$ cat src/rtl/tim_reload_sched.sv
// Round-robin reload scheduler for the dual-channel APB timer: each grant
// drives a disable / load / enable write sequence to the granted channel.
module tim_reload_sched #(
  parameter logic [31:0] TIM_BASE  = 32'h0000_0000,
  parameter logic [31:0] CH_STRIDE = 32'h14,
  parameter logic [31:0] CTRL_ON   = 32'h3,
  parameter logic [31:0] CTRL_OFF  = 32'h2
) (
  input  logic        pclk,
  input  logic        preset,
  input  logic [1:0]  req,
  input  logic [31:0] req_load0,
  input  logic [31:0] req_load1,
  output logic [1:0]  ack,
  output logic        busy,
  output logic        m_psel,
  output logic        m_penable,
  output logic        m_pwrite,
  output logic [31:0] m_paddr,
  output logic [31:0] m_pwdata
);

  typedef enum logic [2:0] {
    IDLE, DIS_S, DIS_A, LD_S, LD_A, EN_S, EN_A, DONE
  } state_t;

  state_t            state_q, state_d;
  logic              gnt_q, gnt_d;
  logic              last_q, last_d;
  logic [31:0]       load_q, load_d;
  logic [31:0]       paddr_q, paddr_d;
  logic [31:0]       pwdata_q, pwdata_d;
  logic [1:0][31:0]  req_load;
  logic [31:0]       chb_d;

  assign req_load = {req_load1, req_load0};

  always_ff @(posedge pclk or posedge preset) begin
    if (preset) begin
      state_q  <= IDLE;
      gnt_q    <= 1'b0;
      last_q   <= 1'b1;
      load_q   <= '0;
      paddr_q  <= '0;
      pwdata_q <= '0;
    end else begin
      state_q  <= state_d;
      gnt_q    <= gnt_d;
      last_q   <= last_d;
      load_q   <= load_d;
      paddr_q  <= paddr_d;
      pwdata_q <= pwdata_d;
    end
  end

  always_comb begin
    state_d = state_q;
    gnt_d   = gnt_q;
    last_d  = last_q;
    load_d  = load_q;
    case (state_q)
      IDLE: if (req != 2'b00) begin
        // Both requesting: the channel not served last time wins.
        gnt_d   = (req == 2'b11) ? ~last_q : req[1];
        last_d  = gnt_d;
        load_d  = req_load[gnt_d];
        state_d = DIS_S;
      end
      DIS_S:   state_d = DIS_A;
      DIS_A:   state_d = LD_S;
      LD_S:    state_d = LD_A;
      LD_A:    state_d = EN_S;
      EN_S:    state_d = EN_A;
      EN_A:    state_d = DONE;
      DONE:    state_d = IDLE;
      default: state_d = IDLE;
    endcase
  end

  // Address/data are computed for the upcoming state so the registers hold
  // a stable value across both cycles of each S/A pair.
  always_comb begin
    chb_d    = TIM_BASE + (gnt_d ? CH_STRIDE : 32'd0);
    paddr_d  = '0;
    pwdata_d = '0;
    case (state_d)
      DIS_S, DIS_A: begin paddr_d = chb_d + 32'd8; pwdata_d = CTRL_OFF; end
      LD_S,  LD_A:  begin paddr_d = chb_d;         pwdata_d = load_d;   end
      EN_S,  EN_A:  begin paddr_d = chb_d + 32'd8; pwdata_d = CTRL_ON;  end
      default:      begin paddr_d = '0;            pwdata_d = '0;       end
    endcase
  end

  assign m_psel    = (state_q != IDLE) && (state_q != DONE);
  assign m_penable = (state_q == DIS_A) || (state_q == LD_A) || (state_q == EN_A);
  assign m_pwrite  = m_psel;
  assign m_paddr   = paddr_q;
  assign m_pwdata  = pwdata_q;
  assign busy      = (state_q != IDLE);
  assign ack       = (state_q == DONE) ? (gnt_q ? 2'b10 : 2'b01) : 2'b00;

endmodule

$ cat config.mk
export PLATFORM = sky130hd
export DESIGN_NAME = tim_reload_sched
export DESIGN_NICKNAME = d
export VERILOG_FILES = /design/src/rtl/tim_reload_sched.sv
export SDC_FILE = /design/constraint.sdc
export NUM_CORES = 1
export LEC_CHECK = 0
export ABC_CLOCK_PERIOD_IN_PS = 2960
export CORE_ASPECT_RATIO = 1.2
export CORE_MARGIN = 3
export CORE_UTILIZATION = 40
export CTS_CLUSTER_SIZE = 10
export DETAILED_ROUTE_END_ITERATION = 10
export GPL_TIMING_DRIVEN = 0
export PLACE_DENSITY = 0.76
export SETUP_SLACK_MARGIN = 0.15
export SLEW_MARGIN = 20
export SYNTH_ARGS = -nofsm -noshare
export SYNTH_HDL_FRONTEND = slang
export SYNTH_SLANG_ARGS = --single-unit
$ cat constraint.sdc
create_clock -name pclk -period 2.96 [get_ports pclk]
set_input_delay 0.592 -clock pclk [delete_from_list [all_inputs] [get_ports pclk]]
set_output_delay 0.592 -clock pclk [all_outputs]
set_load 0.01 [all_outputs]
---- Yosys cells after proc, flatten, opt, wreduce, memory -nomap -nowiden ----
Cells that the tools add are included.
word-level totals
  register bits after elaboration ......... 101
  bits in latches ......................... 0
  RAM bits ................................ 0
  ROM bits ................................ 0
  bits of input ports ..................... 68
  output and inout port bits .............. 70
  word-level logic and storage cells ...... 49
  memories kept ........................... 0
cells by class
  add/sub/neg operators ................... 1
  $mul .................................... 0
  divide/modulo/power cells ............... 0
  $lt $le $gt $ge ......................... 1
  equal/unequal tests ..................... 15
  shift operators ......................... 0
  multiplexer cells ....................... 14
  bitwise gates (word level) .............. 1
  reduce and logical (&&, ||, !) cells .... 11
operator list
  operator                                             number
  2-to-1 mux 32 bit                                    4
  one-hot mux 32 bit (3 select lines)                  1
  one-hot mux 3 bit (8 select lines)                   1
  equality test 3 bit, second input constant           7
  equality test 3 x 2 -> 1 bit, second input constant  4
  one-hot mux 6 bit (2 select lines)                   1
  adder 5 x 4 -> 6 bit, second input constant          1
  equality test 3 x 1 -> 1 bit, second input constant  2
  OR reduction 2 bit                                   3
  2-to-1 mux 5 bit                                     1
  2-to-1 mux 2 bit                                     2
  OR reduction 4 bit                                   1
  logical NOT 3 bit                                    1
  2-to-1 mux 1 bit                                     3
  2-to-1 mux 3 bit                                     1
  inequality test 3 bit, second input constant         1
  nonzero test 3 bit                                   1
  equality test 2 bit, second input constant           1
  logical OR 1 bit                                     2
  < comparator 1 x 2 -> 1 bit, second input constant   1
  AND reduction 2 bit                                  1
  nonzero test 2 bit                                   1
  logical AND 1 bit                                    1
  inverter 1 bit                                       1

---- Longest topological paths before layout ----
Gate-level depths: netlist (run 1).
  depth in word-level cells ............... 7
  gate-level depth with buffers ........... 11
  mapped depth without buffers ............ 8

---- Least setup slack after synthesis (run 1) ----
No wires, ideal clock.
  kind .................................... input to register
  start ................................... input port req[1]
  end ..................................... register pwdata_q[12] (netlist: m_pwdata[12])
  library setup time ...................... 0.134 ns
  data arrival time ....................... 2.129 ns
  data required time ...................... 2.826 ns
  path slack .............................. 0.697 ns
  stages on the path ...................... 10
  path buffers ............................ 3
  cells stage by stage .................... nor2_1 nor2_4 buf_4 buf_4 nor2_1 inv_1 ha_1 mux2i_2 buf_6 a211oi_2
on the way
  elaborated cells between the ends (all ways) .. 19
  classes of those cells .................. eq/ne (7); mux (8); reduce/logical (4)
RTL lines
  item                                         RTL line  text
  start: declaration                           11        input logic [1:0] req,
  nonzero test 2 bit *                         62        IDLE: if (req != 2'b00) begin
  2-to-1 mux 3 bit *                           62
  one-hot mux 3 bit (8 select lines) *         61        case (state_q)
  via state_d[0]                               27        state_t state_q, state_d;
  equality test 3 bit (tied with other cells)  86        case (state_d)
  OR reduction 2 bit                           86
  one-hot mux 32 bit (3 select lines) *        86
  via pwdata_d[12]                             32        logic [31:0] pwdata_q, pwdata_d;
  end signal: assignment                       52        pwdata_q <= pwdata_d;
  end: declaration                             32
The timed path passes the listed nets; every way through them passes the cells marked *. The select of a mux whose other input is x is not followed.
A chain may end at the register's enable or synchronous reset.

---- Final worst setup path (run 1) ----
  start ................................... input port req[0]
  end ..................................... register pwdata_q[19] (netlist: m_pwdata[19])
Same word-level chain as after synthesis.

==> run metrics, run 1 <==
status finished clean; DRC 0; initial antenna violation count 0; drt via density 4.79; nets 504; Final Instance Area 0.00489 sq mm; flop-to-flop setup slack 0.55 ns; clock sinks 71; ANT nets after route 0; initial core utilization 0.423; post-CTS sizing 0; first-pass GRT wire length 12400 um; Vert. Die Dim 106 um; Fin. Hold Viols 0; Most Used Layer, Global Route met2; FF+latch count, synth 71; Synth top area share 0.525; I/O Pins 138; Die Wd 89.4 um; insertion delay to the later sink of the worst-skew pair 0.35 ns; Hold Buf Count CTS 0; Synth Instances 284; worst hold path class reg2reg; largest net degree at the start of global routing 39; via count 2535; top cells by area, synth dfrtp_1, a211oi_2, mux2i_1, buf_4, a21oi_1; sequential power share 0.324; RSZ-0062 raised after global routing false; Global Route met3 Usage 0.0364; FFs w/ async S/R, synth 1.00; Required @ worst endpoint 3.17 ns; sw power 0.00178 W; Tmin final 2.59 ns; synthesized cell area 0.00334 sq mm; starting DRC count in detailed routing 71; number of enable flip-flop cells after synthesis 0; Switching Share 0.373; Arr. time, crit path 2.81 ns; multi-input combinational cell area 0.00128 sq mm; Syn Area/Cell 11.7 sq um; Fmax 0.386 GHz; fillcell total 652; wire per inst 14.7 um; crit end category flip-flop; Synth area leader dfrtp_1; met1 Use GR 0.207; Final Setup Violations 0; Post-Place Cell Area 0.00466 sq mm; layout cells sized above 1 0.217; Port Buffers 108; Pint 0.00300 W; cell row count 35; Register Area 0.00178 sq mm; post-detail-place hpwl 5860 um; PnR worst setup slack 0.368 ns; Routed WL 7790 um; drt pass-1 iters 4; number of max-cap violations 0; GR Util met2 0.288; P&R area growth vs syn 46.6%; number of H-tree levels 3; Comb pwr share 0.498; setup repair bufs after CTS 0; critical-path maximum fanout 10; die footprint 0.00948 sq mm; Leak 2.20 nW; Root Buffer clkbuf_8; worst path buffer plus inverter count 5; cell family with most CP delay buffers and inverters; Max VDD drop 638 uV; top_reg_cell synth dfrtp_1; YS warnings 0; Clock transition at path regs 0.07 ns; placement-stage worst setup slack -0.136 ns; Clk network pwr share 0.178; Ant. Diodes 0; cts bufs inserted 9; number of global-route vias before repair 2573; CP cell instances clkdlybuf4s50_1 -> nor2_1 -> nor2_4 -> buf_4 -> buf_4 -> nor2_1 -> inv_1 -> ha_1 -> mux2i_4 -> buf_6 -> a211oi_2; clk_skew 0.00939 ns; GP Congestion 0.792; Critical Path Max Stage Delay 0.50 ns; CP startpoint kind primary input; synth cell count leaders dfrtp_1, nor2_1, buf_4; PwrDens 978 mW/mm^2; type of the worst setup path in2reg; critical path's slowest cell clkdlybuf4s50_1; count leader, synth dfrtp_1; core footprint 0.00788 sq mm; synth unique cells 29; register area share after synthesis 0.533; Longest Clk Path Bufs 2; CTS tree built; Final Max Slew Viols 0; crit share post-route 0.876; GRT Util Overall 0.170; GRT overflow 0
==> cell families (layout without fill, tap and decap cells) <==
group / count (synthesis) / count (layout) / synth area share
DFF: 71 / 71 / 0.533
AOI/OAI and AO/OA: 73 / 73 / 0.175
muxes: 31 / 31 / 0.0941
and+or+nand+nor: 43 / 43 / 0.0555
xor gates and xnor gates: 2 / 2 / 0.00750
buffers and inverters: 59 / 184 / 0.119
other: 1 / 29 / 0.00112
adders and majority gates: 4 / 4 / 0.0150
==> through the flow <==
| step | instances | util | hold slack [ns] | setup TNS, ns | total power, W |
|---|---|---|---|---|---|
| after floorplan | 312 | - | 0.444 | 0 | 0.00310 |
| after global placement | 512 | 0.588 | 0.485 | -40.77 | 0.00385 |
| after detailed placement | 513 | 0.591 | 0.506 | -3.58 | 0.00394 |
| after CTS | 529 | 0.620 | 0.526 | 0 | 0.00481 |
| after global routing | 529 | 0.621 | 0.553 | 0 | 0.00515 |
| final | 529 | 0.621 | 0.521 | 0 | 0.00479 |
==> routing by layer <==
metal	routed length, um	part of all wire	vias up
met5	0	0	-
met4	150	0.019	0
met3	504	0.065	13
met2	4040	0.52	87
met1	3100	0.40	1225
li1	-	-	1210
==> worst register-to-register path, delay by kind of cell, from the launching register on <==
family	cells	cell delay (ns)
flip-flops	1	0.45
adder cells (fa/ha/maj)	1	0.23
AO/OA/AOI/OAI	1	0.06
AND/OR/NAND/NOR	3	0.52
buffers and inverters	4	0.76
multiplexers	1	0.27
==> power groups by stage <==
stage / sequential (W) / clock [W] / combinational, W
detailed placement: 0.00157 / 0 / 0.00237
floorplan: 0.00161 / 0 / 0.00149
global placement: 0.00155 / 0 / 0.00230
finish: 0.00155 / 0.000850 / 0.00239
global route: 0.00159 / 0.000909 / 0.00265
CTS: 0.00155 / 0.000868 / 0.00239
==> cell usage in the layout, fill, tap and decap left out, types with 2 or more instances in the layout <==
cell type        instances
a211oi_1                 6
a211oi_2                24
a21boi_0                 2
a21o_1                   2
a21oi_1                 33
buf_2                    8
buf_4                   36
buf_6                    4
bufinv_16                2
clkbuf_8                10
clkdlybuf4s50_1        108
conb_1                  29
dfrtp_1                 70
ha_1                     4
inv_1                    9
mux2i_1                 30
nand2_1                  2
nor2_1                  37
o2bb2ai_1                2
==> state kept, by name (all words and copies together) (netlist names) <==
name and cells:
gnt_q 1, m_paddr 2, m_pwdata 32, state_q 3, last_q 1, load_q 32
==> area by class of cell <==
type	instances	area share
sequential	71	0.363
tap	92	0.0235
clock inverter	5	0.0166
timing repair buffer	109	0.225
multi-input combinational	182	0.261
buffer	48	0.0726
inverter	11	0.00895
clock buffer	11	0.0289
==> path summary, 6_finish.rpt <==
kind                                          end                 start  depth (start not counted)
max                        m_pwdata[19]$_DFF_PP0_                req[0]                         11
min                          load_q[12]$_DFF_PP0_  load_q[12]$_DFF_PP0_                          2
max reg2reg                m_pwdata[19]$_DFF_PP0_  state_q[0]$_DFF_PP0_                         10
min reg2reg                  load_q[12]$_DFF_PP0_  load_q[12]$_DFF_PP0_                          2
max in group asynchronous   m_pwdata[8]$_DFF_PP0_                preset                          3
min in group asynchronous     load_q[1]$_DFF_PP0_                preset                          2
No activity file was read; power rests on OpenSTA's default activity.
==> inputs of run 2 (changes only) <==
--- a/config.mk
+++ b/config.mk
@@ -8,13 +8,14 @@
 export ABC_CLOCK_PERIOD_IN_PS = 2960
 export CORE_ASPECT_RATIO = 1.2
 export CORE_MARGIN = 3
-export CORE_UTILIZATION = 40
+export CORE_UTILIZATION = 43
 export CTS_CLUSTER_SIZE = 10
 export DETAILED_ROUTE_END_ITERATION = 10
 export GPL_TIMING_DRIVEN = 0
-export PLACE_DENSITY = 0.76
+export PLACE_DENSITY = 0.8
 export SETUP_SLACK_MARGIN = 0.15
-export SLEW_MARGIN = 20
+export SLEW_MARGIN = 30
 export SYNTH_ARGS = -nofsm -noshare
 export SYNTH_HDL_FRONTEND = slang
 export SYNTH_SLANG_ARGS = --single-unit
+export TNS_END_PERCENT = 100
==> run metrics, run 2 (synthesis gave the netlist of run 1 again) <==
Leak 2.19 nW; initial antenna violation count 0; GRT Util Overall 0.176; I/O Pins 138; die footprint 0.00886 sq mm; cts bufs inserted 9; CP cell instances clkdlybuf4s50_1 -> nor2_2 -> nor2_4 -> buf_4 -> buf_4 -> nor2_1 -> inv_1 -> ha_1 -> mux2i_4 -> buf_6 -> a211oi_2; final core utilization 0.657; worst path buffer plus inverter count 5; number of max-cap violations 0; Root Buffer clkbuf_8; P&R area growth vs syn 45.6%; Pwr Total 0.00463 W; drt pass-1 iters 4; Arr. time, crit path 2.81 ns; Required @ worst endpoint 3.17 ns; type of the worst setup path in2reg; crit share post-route 0.880; worst hold path class reg2reg; nets 504; Routed WL 7700 um; Most Frequent Cell on Critical Path buf_4; clock sinks 71; placed cell count 511; Max VDD drop 722 uV; Fin. Hold Viols 0; layout cells sized above 1 0.220; setup repair bufs after CTS 0; first-pass GRT wire length 12000 um; sw power 0.00176 W; number of global-route vias before repair 2544; Port Buffers 108; Post-Place Cell Area 0.00467 sq mm; DRC 0; CP startpoint kind primary input; post-detail-place hpwl 5900 um; Comb pwr share 0.513; most common cell after layout, fill and taps aside clkdlybuf4s50_1; RSZ-0062 raised after global routing false; Longest Clk Path Bufs 2; clk_skew 0.00510 ns; crit end category flip-flop; largest net degree at the start of global routing 49; wire per inst 14.6 um; GRT overflow 0; critical path's slowest cell clkdlybuf4s50_1; final setup TNS 0 ns; commonest cells after routing, fill and taps aside clkdlybuf4s50_1, dfrtp_1, nor2_1, buf_4, a21oi_1; Die Wd 86.4 um; Clk network pwr share 0.152; insertion delay to the later sink of the worst-skew pair 0.34 ns; cell family with most CP delay buffers and inverters; via count 2539; Vert. Die Dim 103 um; Critical Path Max Stage Delay 0.52 ns; Cell Count, Final, Fillers Out 526; sequential power share 0.335; Tmin final 2.61 ns; Clock transition at path regs 0.07 ns; Fmax 0.384 GHz; CTS tree built; PwrDens 952 mW/mm^2; Switching Share 0.379; Final Max Slew Viols 0; ANT nets after route 0; Final Instance Area 0.00486 sq mm; Ant. Diodes 0; CP Depth 11; cell row count 34; GP Congestion 0.710; starting DRC count in detailed routing 112; status finished clean; Worst Reg-to-Reg Cells 10; number of H-tree levels 3; drt via density 4.83; Pint 0.00287 W; core footprint 0.00740 sq mm; Final Setup Violations 0; Hold Crit Depth 2; critical-path maximum fanout 10; initial core utilization 0.451
run 2: final timing paths:
path | startpoint | to | slack [ns]
setup / recovery | req[0] | m_pwdata[19]$_DFF_PP0_ | 0.35
hold / removal | load_q[1]$_DFF_PP0_ | load_q[1]$_DFF_PP0_ | 0.51
setup reg to reg | state_q[0]$_DFF_PP0_ | m_pwdata[19]$_DFF_PP0_ | 0.52
hold reg to reg | load_q[1]$_DFF_PP0_ | load_q[1]$_DFF_PP0_ | 0.51
max in group asynchronous | preset | m_pwdata[30]$_DFF_PP0_ | 1.86
min in group asynchronous | preset | m_pwdata[6]$_DFF_PP0_ | 0.57
run 2: cell type report:
type / instances / area [sq um]
fill: 601 / 2540
sequential: 71 / 1780
multi-input combinational: 182 / 1280
timing repair buffer: 109 / 1110
buffer: 48 / 355
clock buffer: 12 / 165
tap: 90 / 113
inverter: 11 / 43.8
clock inverter: 3 / 17.5
run 2: what timing repair did:
item	in CTS	in global routing
gates resized for setup	0	2
hold buffers	0	0
setup endpoints to repair	0	33
run 2: power by group through the flow:
stage	clock network, W	logic, W	registers (W)
global route	0.000760	0.00261	0.00159
CTS	0.000727	0.00238	0.00155
floorplan	0	0.00149	0.00161
finish	0.000704	0.00237	0.00155
global placement	0	0.00227	0.00155
detailed placement	0	0.00237	0.00157
run 2: per-layer routing:
| layer | routed length [um] | track usage | up-vias |
|---|---|---|---|
| li1 | - | - | 1214 |
| met4 | 181 | 0.0767 | 0 |
| met5 | 0 | 0 | - |
| met2 | 3960 | 0.296 | 104 |
| met3 | 571 | 0.0488 | 13 |
| met1 | 2990 | 0.212 | 1208 |
run 2: stage by stage:
stage | setup WS, ns | hold slack (ns)
final | 0.355 | 0.512
after global placement | -0.542 | 0.484
after CTS | 0.232 | 0.513
after floorplan | 0.573 | 0.444
after detailed placement | -0.133 | 0.495
after global routing | 0.174 | 0.542
run 2: tightest hold or removal path, delay by kind of cell, from the launching register on:
kind            cells  cell delay, ns
flops               1            0.32
compound gates      1            0.10
buf+inv             1            0.06
